===== src/rtl/chan_selector_if.sv =====
// Channel-selector bus: packed channel inputs and controls in, selected data and status out.
// master drives the channels/controls; slave is the selector itself.
interface chan_selector_if #(
  parameter int CH_NUM = 4,
  parameter int DW     = 2
);
  localparam int SEL_W = $clog2(CH_NUM);

  logic [CH_NUM*DW-1:0] din;
  logic [SEL_W-1:0]     sel;
  logic                 mode;
  logic                 hold;
  logic [DW-1:0]        dout;
  logic [SEL_W-1:0]     cur_ch;
  logic                 ch_tick;
  logic                 sel_err;

  modport master (
    output din, sel, mode, hold,
    input  dout, cur_ch, ch_tick, sel_err
  );

  modport slave (
    input  din, sel, mode, hold,
    output dout, cur_ch, ch_tick, sel_err
  );
endinterface


===== src/rtl/chan_selector.sv =====
// Registered N-channel data selector: manual select or round-robin scan with a per-channel dwell.
// Provides hold/freeze, a channel-change strobe and an out-of-range select flag.
module chan_selector #(
  parameter int CH_NUM = 4,
  parameter int DW     = 2,
  parameter int DWELL  = 8
) (
  input  logic             clk,
  input  logic             rst,
  chan_selector_if.slave   bus
);
  localparam int SEL_W = $clog2(CH_NUM);
  localparam int CNT_W = $clog2(DWELL) + 1;
  localparam logic [SEL_W:0]   CH_LIM   = (SEL_W+1)'(CH_NUM);
  localparam logic [SEL_W-1:0] LAST_CH  = SEL_W'(CH_NUM - 1);
  localparam logic [CNT_W-1:0] CNT_LAST = CNT_W'(DWELL - 1);

  typedef enum logic {MANUAL = 1'b0, SCAN = 1'b1} state_t;

  state_t           state_reg, state_next;
  logic [CNT_W-1:0] cnt_reg, cnt_next;
  logic [SEL_W-1:0] cur_ch_reg, next_ch;
  logic [DW-1:0]    dout_reg, dout_next;
  logic             tick_reg;
  logic             err_reg, err_next;
  logic             blank;

  logic [DW-1:0] ch_data [CH_NUM];

  generate
    for (genvar gi = 0; gi < CH_NUM; gi++) begin : g_unpack
      assign ch_data[gi] = bus.din[gi*DW +: DW];
    end
  endgenerate

  always_comb begin
    state_next = bus.mode ? SCAN : MANUAL;
    next_ch    = cur_ch_reg;
    cnt_next   = cnt_reg;
    err_next   = 1'b0;
    blank      = 1'b0;
    if (!bus.mode) begin
      cnt_next = '0;
      if ({1'b0, bus.sel} >= CH_LIM) begin
        err_next = 1'b1;
        blank    = 1'b1;
      end else begin
        next_ch = bus.sel;
      end
    end else if (state_reg == MANUAL) begin
      // Entry edge into scan: start the dwell fresh on the current channel.
      cnt_next = '0;
    end else if (cnt_reg == CNT_LAST) begin
      cnt_next = '0;
      next_ch  = (cur_ch_reg == LAST_CH) ? '0 : cur_ch_reg + SEL_W'(1);
    end else begin
      cnt_next = cnt_reg + CNT_W'(1);
    end
    dout_next = blank ? '0 : ch_data[next_ch];
  end

  always_ff @(posedge clk) begin
    if (rst) begin
      state_reg  <= MANUAL;
      cnt_reg    <= '0;
      cur_ch_reg <= '0;
      dout_reg   <= '0;
      tick_reg   <= 1'b0;
      err_reg    <= 1'b0;
    end else if (bus.hold) begin
      tick_reg <= 1'b0;
    end else begin
      state_reg  <= state_next;
      cnt_reg    <= cnt_next;
      cur_ch_reg <= next_ch;
      dout_reg   <= dout_next;
      tick_reg   <= (next_ch != cur_ch_reg);
      err_reg    <= err_next;
    end
  end

  assign bus.dout    = dout_reg;
  assign bus.cur_ch  = cur_ch_reg;
  assign bus.ch_tick = tick_reg;
  assign bus.sel_err = err_reg;
endmodule


===== src/flat_wrapper.sv =====
// flat-port wrapper written by rule: the top's interface ports become plain ports
module chan_selector_flat 
#(
  parameter int CH_NUM = 4,
  parameter int DW     = 2,
  parameter int DWELL  = 8
)
  (clk, rst, bus_din, bus_sel, bus_mode, bus_hold, bus_dout, bus_cur_ch, bus_ch_tick, bus_sel_err);
  chan_selector_if #(.CH_NUM(CH_NUM), .DW(DW)) bus_i ();
  input  logic clk;
  input  logic rst;
  input wire logic [$bits(bus_i.din)-1:0] bus_din;
  input wire logic [$bits(bus_i.sel)-1:0] bus_sel;
  input wire logic [$bits(bus_i.mode)-1:0] bus_mode;
  input wire logic [$bits(bus_i.hold)-1:0] bus_hold;
  output wire logic [$bits(bus_i.dout)-1:0] bus_dout;
  output wire logic [$bits(bus_i.cur_ch)-1:0] bus_cur_ch;
  output wire logic [$bits(bus_i.ch_tick)-1:0] bus_ch_tick;
  output wire logic [$bits(bus_i.sel_err)-1:0] bus_sel_err;
  assign bus_i.din = bus_din;
  assign bus_i.sel = bus_sel;
  assign bus_i.mode = bus_mode;
  assign bus_i.hold = bus_hold;
  assign bus_dout = bus_i.dout;
  assign bus_cur_ch = bus_i.cur_ch;
  assign bus_ch_tick = bus_i.ch_tick;
  assign bus_sel_err = bus_i.sel_err;
  chan_selector #(.CH_NUM(CH_NUM), .DW(DW), .DWELL(DWELL)) u_core (.clk(clk), .rst(rst), .bus(bus_i));
endmodule

===== config.mk =====
export PLATFORM = sky130hd
export DESIGN_NAME = chan_selector_flat
export DESIGN_NICKNAME = d
export VERILOG_FILES = /design/src/rtl/chan_selector_if.sv /design/src/rtl/chan_selector.sv /design/src/flat_wrapper.sv
export SDC_FILE = /design/constraint.sdc
export NUM_CORES = 1
export LEC_CHECK = 0
export BUFFER_PORTS_ARGS = -buffer_cell sky130_fd_sc_hd__clkbuf_2
export CORE_MARGIN = 2
export CORE_UTILIZATION = 47
export DETAILED_ROUTE_END_ITERATION = 16
export GPL_TIMING_DRIVEN = 0
export PLACE_DENSITY = 0.85
export SYNTH_ARGS = -nofsm -noshare
export SYNTH_HDL_FRONTEND = slang
export SYNTH_SLANG_ARGS = --single-unit

===== constraint.sdc =====
create_clock -name clk -period 2.3 [get_ports clk]
set_input_delay 0.46 -clock clk [delete_from_list [all_inputs] [get_ports clk]]
set_output_delay 0.46 -clock clk [all_outputs]
set_load 0.1 [all_outputs]

==> metrics list, run 1 <==
- Outcome: finished, final reports clean
* Wire length of the first global-routing pass: 1950 microns
- Clock latency on the worst-skew pair: 260 ps
- Max stage delay cell, worst path: dfxtp_1
- TritonCTS built the clock tree.
- Share of cell area taken by muxes after synthesis: 4.83%
* Worst setup margin: 371 ps
* Flip-flop count of the largest register, all copies and words added: 4
* Synth Area in Compound Gates: 27.4%
* Worst slack at placement: 345 ps
- The number of pins exceeding their max-slew limit in the final report was 0.
* Slowest cell delay on critical path: 370 ps
- In this run, synthesis inferred 0 flip-flops with an integrated enable.
- Compared with the post-synthesis result, the final layout area differs by 22.9%.
* Clock sink total: 10
- Vias per Instance: 5.39
* Area leader, netlist: dfxtp_1
- The critical path is of the register to register type.
- By area, the combinational part of the netlist is dominated by compound AO/OA/AOI/OAI gates.
* Floorplan die area: 1630 sq um
- In this run the worst hold path is classified as register to register.
- The via count of the first global-routing pass came to 498.
- CP Launch Type: register
* Deepest level of the CTS H-tree: 1
* Setup TNS: 0 ps
- Clock transition at the register clock pins on the worst setup and hold paths after CTS: 60 ps
- CP delay by family, top: simple AND/OR/NAND/NOR gates
- Nets@finish: 112
- Initial antenna violation count: 0
- Of the synthesized area, sequential elements account for 32.2%.
* Die H: 40.4 microns
- The number of nets in the synthesized netlist is 90.
- Xor/xnor cell area share of the yosys netlist: 1.41%
* Fraction of post-synthesis cell area in the top cell type by area: 32.2%
- Worst vdd ir: 0.000331 V
- Between clock sinks in the finished design, the worst skew comes to 3.74 ps.
- Number of failing setup endpoints in the final timing report: 0
- Entering global routing, the biggest net connects 11 pins.
- Sort of element at the end of the critical path: register
- Core outline area: 1270 sq um
- CTS buffer count: 3
- Worst Path Arrival: 2080 ps
* Detailed-route via count: 593
- Global routing finished with a remaining overflow of 0.
* Count of nets left with antenna violations after detail routing: 0
- Share of synthesized flip-flops with an asynchronous set or reset: 0%
* Wirelength per Cell: 11.1 microns
* Sequence of cells on the critical path: ha_1, nand4b_4, nor4b_2, or3_1, buf_2, a211oi_1, a2111oi_1
- Number of cell rows: 13
* Estimated wirelength of the detail-placed design: 982 microns
- Number of diodes added for antenna fixing: 0
* Gate count of the mapped netlist: 74
- Total setup buffers inserted after CTS: 0
* Worst EP required: 2450 ps
- Total wire length: 1220 microns
* Final Critical Period: 1930 ps
- A synthesized cell averages 8.40 sq um.
- Max cap viols: 0
* Final routed DRC violation total: 0
- No sink is reached through more buffers than the 2 on the longest clock path.
* Num ports: 20
* Fraction of the mapped netlist area in adder cells: 4.02%
- Actual transition at the worst max-transition pin: 546 ps
- The congestion estimate from routability-driven global placement came to 0.665.
- Fraction of layout instances using a drive strength above 1: 30.5%
- In this run, synthesis produced a sequential element count of 10.
* Count of distinct cell types in the synthesized netlist: 30
* Yosys synthesis warning count: 0
- Setup repair after global routing left no endpoint under its margin.
* Post-CTS Resized: 0
* Static leakage power: 0.000375 uW
- The most used flip-flop cell after synthesis is dfxtp_1.
- Power spread over the standard cell area amounts to 597 nW/um^2.
* Final hold viol count: 0
- Starting density of the core: 49.0%
- The cell sitting at the root of the clock tree is a clkbuf_4.
- For this run, the top clock speed supported by timing is 0.518 GHz.
- In this run the tool buffered the top-level ports with 17 buffer cells.
* Die W: 40.4 microns
- In the global route stage, overall resource usage came out at 18.1%.
- The synthesized netlist occupies a cell area of 622 sq um.
* Number of buffers added to fix hold violations after cts: 0
* Overall power after layout: 456 uW
- Slew margin rel.: 63.8%
- Initial DRC Count: 5
- Maximum fanout count along the critical path: 6
- Main area contributors after synthesis: dfxtp_1 (32%), a211oi_1 (6.0%), a21oi_1 (4.8%)
- The synthesized netlist devotes 23.7% of its cell area to simple gates.
* Buf+Inv Stages, Crit Path: 1
* Crit share post-route: 83.9%
- For this run, the detailed router's first-pass iteration total came to 4.
## cells in the final DEF (no fill, tap or decap), types with 2 or more instances in the layout
cell type	n
o21ai_0	3
or3_1	2
a21oi_1	6
mux2i_1	3
o21bai_1	2
a211oi_1	5
nand2_1	6
a21o_1	3
o22ai_1	2
a2111oi_1	2
nor2_1	7
clkbuf_4	3
dfxtp_2	2
buf_2	2
clkbuf_2	17
dfxtp_1	8
inv_1	3
ha_1	2
nand2b_1	2
## cells in the mapped netlist, drive strengths merged, types with 3 or more instances
cell type  instances
a21o               4
dfxtp             10
nand2              6
o21ai              3
mux2i              3
nor2               7
buf                4
inv                3
a21oi              6
a211oi             5
## worst paths after layout
| path | to | slack [ps] | from | cells past startpoint |
|---|---|---|---|---|
| setup reg to reg | u_core.bus.dout[1] | 370 | u_core.cnt_reg[0] | 7 |
| hold / removal | u_core.cnt_reg[3] | 490 | u_core.cnt_reg[3] | 2 |
| hold reg to reg | u_core.cnt_reg[3] | 490 | u_core.cnt_reg[3] | 2 |
| setup / recovery | u_core.bus.dout[1] | 370 | u_core.cnt_reg[0] | 7 |
## metrics by stage
stage	hold WS (ps)	utilization (%)	std cells	instance area (sq um)
after global routing	510	60.3	110	764
final	485	60.3	110	764
after global placement	480	57.4	106	728
after detailed placement	482	57.4	106	728
after CTS	490	60.3	110	764
after floorplan	459	-	74	624
## where the power goes
| group | switching, uW | internal (uW) | leakage, uW |
|---|---|---|---|
| clock network | 58.4 | 96.1 | 0.0000210 |
| registers | 6.27 | 181 | 0.0000825 |
| logic | 82.1 | 32.5 | 0.000271 |
| total | 147 | 309 | 0.000375 |
## cell families (layout without fill, tap and decap cells)
group,after synthesis,after routing
flip-flops,10,10
multiplexers,3,3
adder cells (fa/ha/maj),2,2
AND/OR/NAND/NOR,24,24
other,1,1
AO/OA/AOI/OAI,25,25
XOR/XNOR,1,1
buffers and inverters,8,29
## cell type report
cell class                      count  area (sq um)
Sequential cell                    10           203
Timing Repair Buffer               17          85.1
Clock buffer                        4          36.3
Buffer                              5          25.0
Tap cell                           15          18.8
Fill cell                         122           504
Multi-Input combinational cell     56           385
Inverter                            3          11.3
## worst min-delay path, delay by kind of cell, from the launching register on
family           cells  cell delay (ps)
AND/OR/NAND/NOR      1               60
AO/OA/AOI/OAI        1               50
flip-flops           1              330
## layer usage
| metal | share of wire, % | routed length (microns) | vias to the layer above | global-route usage, % |
|---|---|---|---|---|
| met5 | 0 | 0 | - | 0 |
| met4 | 0 | 0 | 0 | 0 |
| met3 | 7.1 | 86 | 0 | 10.0 |
| met2 | 49 | 600 | 18 | 31.0 |
| met1 | 44 | 530 | 266 | 20.7 |
| li1 | - | - | 309 | - |
No activity file was read; power rests on OpenSTA's default activity.
==> run 2, diff against run 1 <==
clock period = 1.98 ns   (was 2.3 ns; I/O delays follow)
==> run 2 against run 1 <==
Flip-flop and latch count did not move. Maximum frequency is 4.4% higher. Die area did not move. Clock-buffer cell count did not move. Core utilization grew 3.3 points. Sequential share of layout area fell by 0.58 points. Critical path depth stayed put. Non-clock buffer count did not move. First-iteration DRC count stayed put. Via count shrank 0.84%. Critical endpoint is now u_core.bus.dout[0].
==> metrics list, run 2 (synthesis gave the netlist of run 1 again) <==
- The transition time at the pin with the least slew margin came to 542 ps (was 546 ps).
- The number of I/O pins is 20 (unchanged).
- Depth of the worst hold-timing path: 3 (was 2)
- CTS buffer count: 3 (unchanged)
- Fraction of layout instances using a drive strength above 1: 36.8% (was 30.5%)
* Starting density of the core: 49.0% (unchanged)
- Tot GR Track Use: 19.9% (was 18.1%)
* Estimated wirelength of the detail-placed design: 1030 microns (was 982 microns)
* Post-route design area: 806 sq um (was 764 sq um)
- Seq. cell area: 209 sq um (was 203 sq um)
- Final std cells w/o fill: 110 (unchanged)
- Hold Path Origin: bus_hold (was u_core.cnt_reg[3])
- Maximum number of pins on one net before global-route repair: 11 (unchanged)
- Vias per Instance: 5.35 (was 5.39)
* Hold EP: u_core.bus.dout[0] (was u_core.cnt_reg[3])
- Clk buf depth: 2 (unchanged)
- The area of combinational cells with multiple inputs came to 430 sq um (was 385 sq um).
- Clock latency on the worst-skew pair: 270 ps (was 260 ps)
* Pins over their slew limit: 0 (unchanged)
- Highest clock rate: 0.541 GHz (was 0.518 GHz)
- Die W: 40.4 microns (unchanged)
- Power density cells: 624 nW/um^2 (was 597 nW/um^2)
- Nets@finish: 112 (unchanged)
- Root Buffer Master: clkbuf_4 (unchanged)
* Worst slack at placement: -3.09 ps (was 345 ps)
- Total overflow reported by the global router: 0 (unchanged)
- Number of global-route vias before repair: 515 (was 498)
- Static leakage power: 0.000374 uW (was 0.000375 uW)
- Deepest level of the CTS H-tree: 1 (unchanged)
- The first-pass GRT wire length is 2120 microns (was 1950 microns).
- Number of port buffers: 17 (unchanged)
* Detailed-route via count: 588 (was 593)
* Outcome: finished, final reports clean (unchanged)
* Total wire length: 1360 microns (was 1220 microns)
* Routability congestion estimate: 0.656 (was 0.665)
- Most frequent cells in the layout: clkbuf_2 (17), nor2_1 (7), dfxtp_1 (7), nand2_1 (6), a21oi_1 (6) (was clkbuf_2 (17), dfxtp_1 (8), nor2_1 (7), nand2_1 (6), a21oi_1 (6)).
- The highest fanout seen on the critical path was 6 (unchanged).
* Final routed DRC violation total: 0 (unchanged)
- Initial DRC Count: 5 (unchanged)
- Clock sink total: 10 (unchanged)
* CP Launch Type: register (unchanged)
- Flip-flop count of the largest register, all copies and words added: 4 (unchanged)
- The area overhead of the layout relative to synthesis was 29.6% (was 22.9%).
- The post-layout worst setup margin is 132 ps (was 371 ps).
- Number of cell rows: 13 (unchanged)
- Placed Cells: 106 (unchanged)
- The data required time of the worst path came to 2120 ps (was 2450 ps).
* Total setup buffers inserted after CTS: 0 (unchanged)
- Worst reg2reg path depth: 7 (unchanged)
- The worst-case headroom to the max-slew limit was 64.1% (was 63.8%).
- The largest clock skew in the final design came to 10.2 ps (was 3.74 ps).
- Reg2Reg Capture Point: u_core.bus.dout[0] (was u_core.bus.dout[1])
* Most common cell after layout, fill and taps aside: clkbuf_2 (unchanged)
- The number of antenna violations at the first check in global routing came to 0 (unchanged).
- Core outline area: 1270 sq um (unchanged)
- Wirelength per Cell: 12.4 microns (was 11.1 microns)
- Max cap viols: 0 (unchanged)
- Setup CP Type: register to register (unchanged)
- Fill cell count: 117 (was 122)
- The cell with the largest stage delay on the worst path is dfxtp_1 (unchanged).
- Origin of the critical flop-to-flop path: u_core.cnt_reg[1] (was u_core.cnt_reg[0])
* TritonCTS clock tree: built (unchanged)
- The critical path data arrival time was 1980 ps (was 2080 ps).
* Count of nets left with antenna violations after detail routing: 0 (unchanged)
- Clock transition at the register clock pins on the worst setup and hold paths after CTS: 60 ps (about the same)
- Final hold viol count: 0 (unchanged)
- Final Critical Period: 1850 ps (was 1930 ps)
- Slowest cell delay on critical path: 380 ps (was 370 ps)
- The endpoint type of the worst setup path was a register (unchanged).
- The number of inserted diodes is 0 (unchanged).
- Crit share post-route: 93.4% (was 83.9%)
- Worst min path class: input port to register (was register to register)
- Unrepaired setup endpoints after global routing: false (unchanged)
- Number of failing setup endpoints in the final timing report: 0 (unchanged)
- Die H: 40.4 microns (unchanged)
- Floorplan die area: 1630 sq um (unchanged)
- Register-to-register setup slack: 130 ps (was 370 ps)
* Worst vdd ir: 0.000366 V (was 0.000331 V)
- Sequence of cells on the critical path: ha_4, nand4b_4, and3_1, or3_1, buf_2, a211oi_1, a2111oi_1 (was ha_1, nand4b_4, nor4b_2, or3_1, buf_2, a211oi_1, a2111oi_1)
- Drt first pass iters: 3 (was 4)
* Cell area after placement: 733 sq um (was 728 sq um)
## run 2: cell counts in the layout (fill, tap and decap cells not counted)
No cell type changed its count.
## run 2: repair_timing
| item | in CTS | in global routing |
|---|---|---|
| hold buffers | 0 | 0 |
| gates cloned | 0 | 0 |
| endpoints found under the setup margin | 1 | 2 |
| resized for setup | 1 | 8 |
## run 2: stage by stage
stage	hold WS, ps	utilization [%]	power, uW	setup TNS (ps)
finish	486	63.5	503	0
global route	481	63.5	531	0
CTS	467	60.1	503	0
detailed placement	484	57.8	355	-3.09
global placement	480	57.8	351	0
floorplan	459	-	324	0
## run 2: final cells by class
| cell class | count | share of cell area, % |
|---|---|---|
| Multi-Input combinational cell | 56 | 53.4 |
| Sequential cell | 10 | 25.9 |
| Timing Repair Buffer | 17 | 10.6 |
| Clock buffer | 4 | 3.26 |
| Buffer | 5 | 3.11 |
| Tap cell | 15 | 2.33 |
| Inverter | 3 | 1.40 |
## run 2: how the worst max path moves through the flow
stage                               from                  to  depth (start not counted)  slack [ps]
finish                 u_core.cnt_reg[1]  u_core.bus.dout[0]                          7         130
global route           u_core.cnt_reg[1]  u_core.bus.dout[1]                          7           2
CTS                    u_core.cnt_reg[0]  u_core.bus.dout[1]                          7          10
detailed placement     u_core.cnt_reg[0]  u_core.bus.dout[1]                          7          -3
global placement       u_core.cnt_reg[0]  u_core.bus.dout[0]                          7          90
floorplan           u_core.bus.cur_ch[0]  u_core.bus.dout[0]                          6         150
## run 2: power breakdown
part	internal (uW)	total, uW	switching, uW
combinational	41.4	142	101
sequential	209	217	7.96
clock	77.7	144	66.5
## run 2: per-layer routing
| layer | GRT usage, % | wire length, microns | up-vias |
|---|---|---|---|
| met3 | 10.0 | 83 | 0 |
| met2 | 34.9 | 717 | 18 |
| met4 | 0 | 0 | 0 |
| li1 | - | - | 314 |
| met5 | 0 | 0 | - |
| met1 | 22.8 | 562 | 256 |
## run 2: critical path, delay by kind of cell (launching register included)
kind | cells | cell delay, ps
buffers and inverters | 1 | 170
AND/OR/NAND/NOR | 3 | 640
AO/OA/AOI/OAI | 2 | 360
adder cells (fa/ha/maj) | 1 | 180
flip-flops | 1 | 380
==> run 3, diff against run 2 <==
CELL_PAD_IN_SITES_DETAIL_PLACEMENT = 0   (was not set)
CELL_PAD_IN_SITES_GLOBAL_PLACEMENT = 2   (was not set)
CORE_UTILIZATION = 27   (was 47)
SKIP_CTS_REPAIR_TIMING = 1   (was not set)
==> run 3 against run 2 <==
Design area up 2.3%. Critical endpoint unchanged. Clock-buffer cell count did not move. Critical path depth decreased by 1. Global-route usage is 8.8 points lower.
==> metrics list, run 3 (synthesis gave the netlist of run 1 again) <==
- Slew margin rel.: 63.9% (was 64.1%)
- The number of I/O pins was 20 (unchanged).
- The detailed placer's ending HPWL was 1020 microns (was 1030 microns).
- The data required time of the worst path came to 2130 ps (was 2120 ps).
* Floorplan die area: 2700 sq um (was 1630 sq um)
- Most frequent cells in the layout: clkbuf_2 (17), nor2_1 (7), dfxtp_1 (7), nand2_1 (6), a21oi_1 (6) (unchanged).
- The number of antenna violations at the first check in global routing is 0 (unchanged).
* Wire length of the first global-routing pass: 2230 microns (was 2120 microns)
- The number of buffers created by CTS was 3 (unchanged).
- The number of failing setup endpoints in the final timing report is 0 (unchanged).
- Root Buffer Master: clkbuf_4 (unchanged)
- The number of standard cells in the final layout excluding fillers came to 123 (was 110).
- The flip-flop count of the largest register, all copies and words added is 4 (unchanged).
* Slowest cell delay on critical path: 390 ps (was 380 ps)
- Worst slack at placement: 46.9 ps (was -3.09 ps)
- Actual transition at the worst max-transition pin: 544 ps (was 542 ps)
- Starting density of the core: 28.4% (was 49.0%)
* CP Launch Type: register (unchanged)
- The critical path buffer and inverter count is 0 (was 1).
* Vias per Instance: 4.89 (was 5.35)
- The hold path startpoint is bus_din[4] (was bus_hold).
* Outcome: finished, final reports clean (unchanged)
- The worst hold path stage count is 3 (unchanged).
* Worst reg2reg path depth: 6 (was 7)
* Hold EP: u_core.bus.dout[0] (unchanged)
- Power density cells: 612 nW/um^2 (was 624 nW/um^2)
- The sequential standard cell area came to 209 sq um (unchanged).
- Tot GR Track Use: 11.1% (was 19.9%)
* Worst min path class: input port to register (unchanged)
- Die W: 52.0 microns (was 40.4 microns)
- The number of hold violations in the final report is 0 (unchanged).
- Origin of the critical flop-to-flop path: u_core.bus.cur_ch[0] (was u_core.cnt_reg[1])
- Total wire length: 1340 microns (was 1360 microns)
- Total overflow reported by the global router: 0 (unchanged)
- Crit share post-route: 94.0% (was 93.4%)
* CP delay by family, top: compound AO/OA/AOI/OAI gates (was simple AND/OR/NAND/NOR gates)
- Clock latency on the worst-skew pair: 260 ps (was 270 ps)
- Max cap viols: 0 (unchanged)
- Fraction of layout instances using a drive strength above 1: 36.8% (unchanged)
- Pins over their slew limit: 0 (unchanged)
* Clock sink total: 10 (unchanged)
- Detailed-route via count: 602 (was 588)
- Core outline area: 2190 sq um (was 1270 sq um)
* Drt first pass iters: 4 (was 3)
* Area taken by multi-input logic gates: 430 sq um (unchanged)
* Most common cell after layout, fill and taps aside: clkbuf_2 (unchanged)
- Worst hold-check slack: 465 ps (was 486 ps)
- Number of cell rows: 17 (was 13)
* Maximum fanout count along the critical path: 7 (was 6)
- The number of buffers on the longest clock path was 2 (unchanged).
* Deepest level of the CTS H-tree: 1 (unchanged)
* Worst setup margin: 118 ps (was 132 ps)
- The critical path data arrival time came to 2010 ps (was 1980 ps).
- The type of the worst setup path is register to register (unchanged).
* Register-to-register setup slack: 120 ps (was 130 ps)
* Maximum number of pins on one net before global-route repair: 11 (unchanged)
- Number of global-route vias before repair: 558 (was 515)
- Wirelength per Cell: 10.9 microns (was 12.4 microns)
- The peak clock frequency supported by timing came to 0.537 GHz (was 0.541 GHz).
* Static leakage power: 0.000374 uW (about the same)
- Max stage delay cell, worst path: a2111oi_1 (was dfxtp_1)
- Sort of element at the end of the critical path: register (unchanged)
- Number of port buffers: 17 (unchanged)
* Reg2Reg Capture Point: u_core.bus.dout[0] (unchanged)
* Initial DRC Count: 2 (was 5)
* Worst vdd ir: 0.000414 V (was 0.000366 V)
* Sequence of cells on the critical path: ha_1, nand2b_1, mux2i_1, or3_1, o22ai_1, a2111oi_1 (was ha_4, nand4b_4, and3_1, or3_1, buf_2, a211oi_1, a2111oi_1)
- The layout filler cell count is 235 (was 117).
- TritonCTS clock tree: built (unchanged)
- Routability congestion estimate: 0.730 (was 0.656)
- The largest clock skew in the final design was 7.29 ps (was 10.2 ps).
- The post-placement cell count is 119 (was 106).
- The post-layout net count is 112 (unchanged).
- The post-layout minimum cycle time came to 1860 ps (was 1850 ps).
- The number of inserted diodes is 0 (unchanged).
- Count of nets left with antenna violations after detail routing: 0 (unchanged)
- Final routed DRC violation total: 0 (unchanged)
* Setup TNS: 0 ps (unchanged)
- Die H: 52.0 microns (was 40.4 microns)
* Clock transition at the register clock pins on the worst setup and hold paths after CTS: 70 ps (was 60 ps)
- Growth of design area from synthesis to finish: 32.6% (was 29.6%)
run 3: worst max path at each step:
stage                     slack (ps)            endpoint  depth (start not counted)                  from
after floorplan                  150  u_core.bus.dout[0]                          6  u_core.bus.cur_ch[0]
after global placement            50  u_core.bus.dout[0]                          7     u_core.cnt_reg[0]
after detailed placement          50  u_core.bus.dout[1]                          7     u_core.cnt_reg[0]
after CTS                         30  u_core.bus.dout[1]                          7     u_core.cnt_reg[0]
after global routing             -20  u_core.bus.dout[0]                          6  u_core.bus.cur_ch[0]
final                            120  u_core.bus.dout[0]                          6  u_core.bus.cur_ch[0]
run 3: report_power, final:
| group | internal, uW | switching, uW | total [uW] | leakage, uW |
|---|---|---|---|---|
| Combinational | 41.3 | 100 | 142 | 0.000275 |
| Sequential | 209 | 8.06 | 217 | 0.0000836 |
| Clock | 77.8 | 68.7 | 146 | 0.0000150 |
run 3: layer usage:
layer  global-route usage (%)  wire length, microns
met1                     13.3                   665
met2                     18.6                   592
met3                     3.45                    72
met4                     3.95                     7
met5                        0                     0
run 3: tightest hold or removal path, cell delays in order:
cell and delay (ps):
clkbuf_2 90, a211oi_2 130, a2111oi_1 70
run 3: metrics by stage:
step | total power (uW) | instance area (sq um) | utilization [%]
after floorplan | 324 | 629 | -
after detailed placement | 355 | 749 | 34.2
after global routing | 536 | 825 | 37.6
after CTS | 503 | 776 | 35.4
final | 505 | 825 | 37.6
after global placement | 354 | 749 | 34.2
run 3: area by class of cell:
| cell class | instances | share of cell area (%) |
|---|---|---|
| Buffer | 5 | 3.34 |
| Timing Repair Buffer | 17 | 10.3 |
| Inverter | 3 | 1.37 |
| Multi-Input combinational cell | 56 | 52.2 |
| Sequential cell | 10 | 25.3 |
| Clock buffer | 4 | 3.19 |
| Tap cell | 28 | 4.25 |
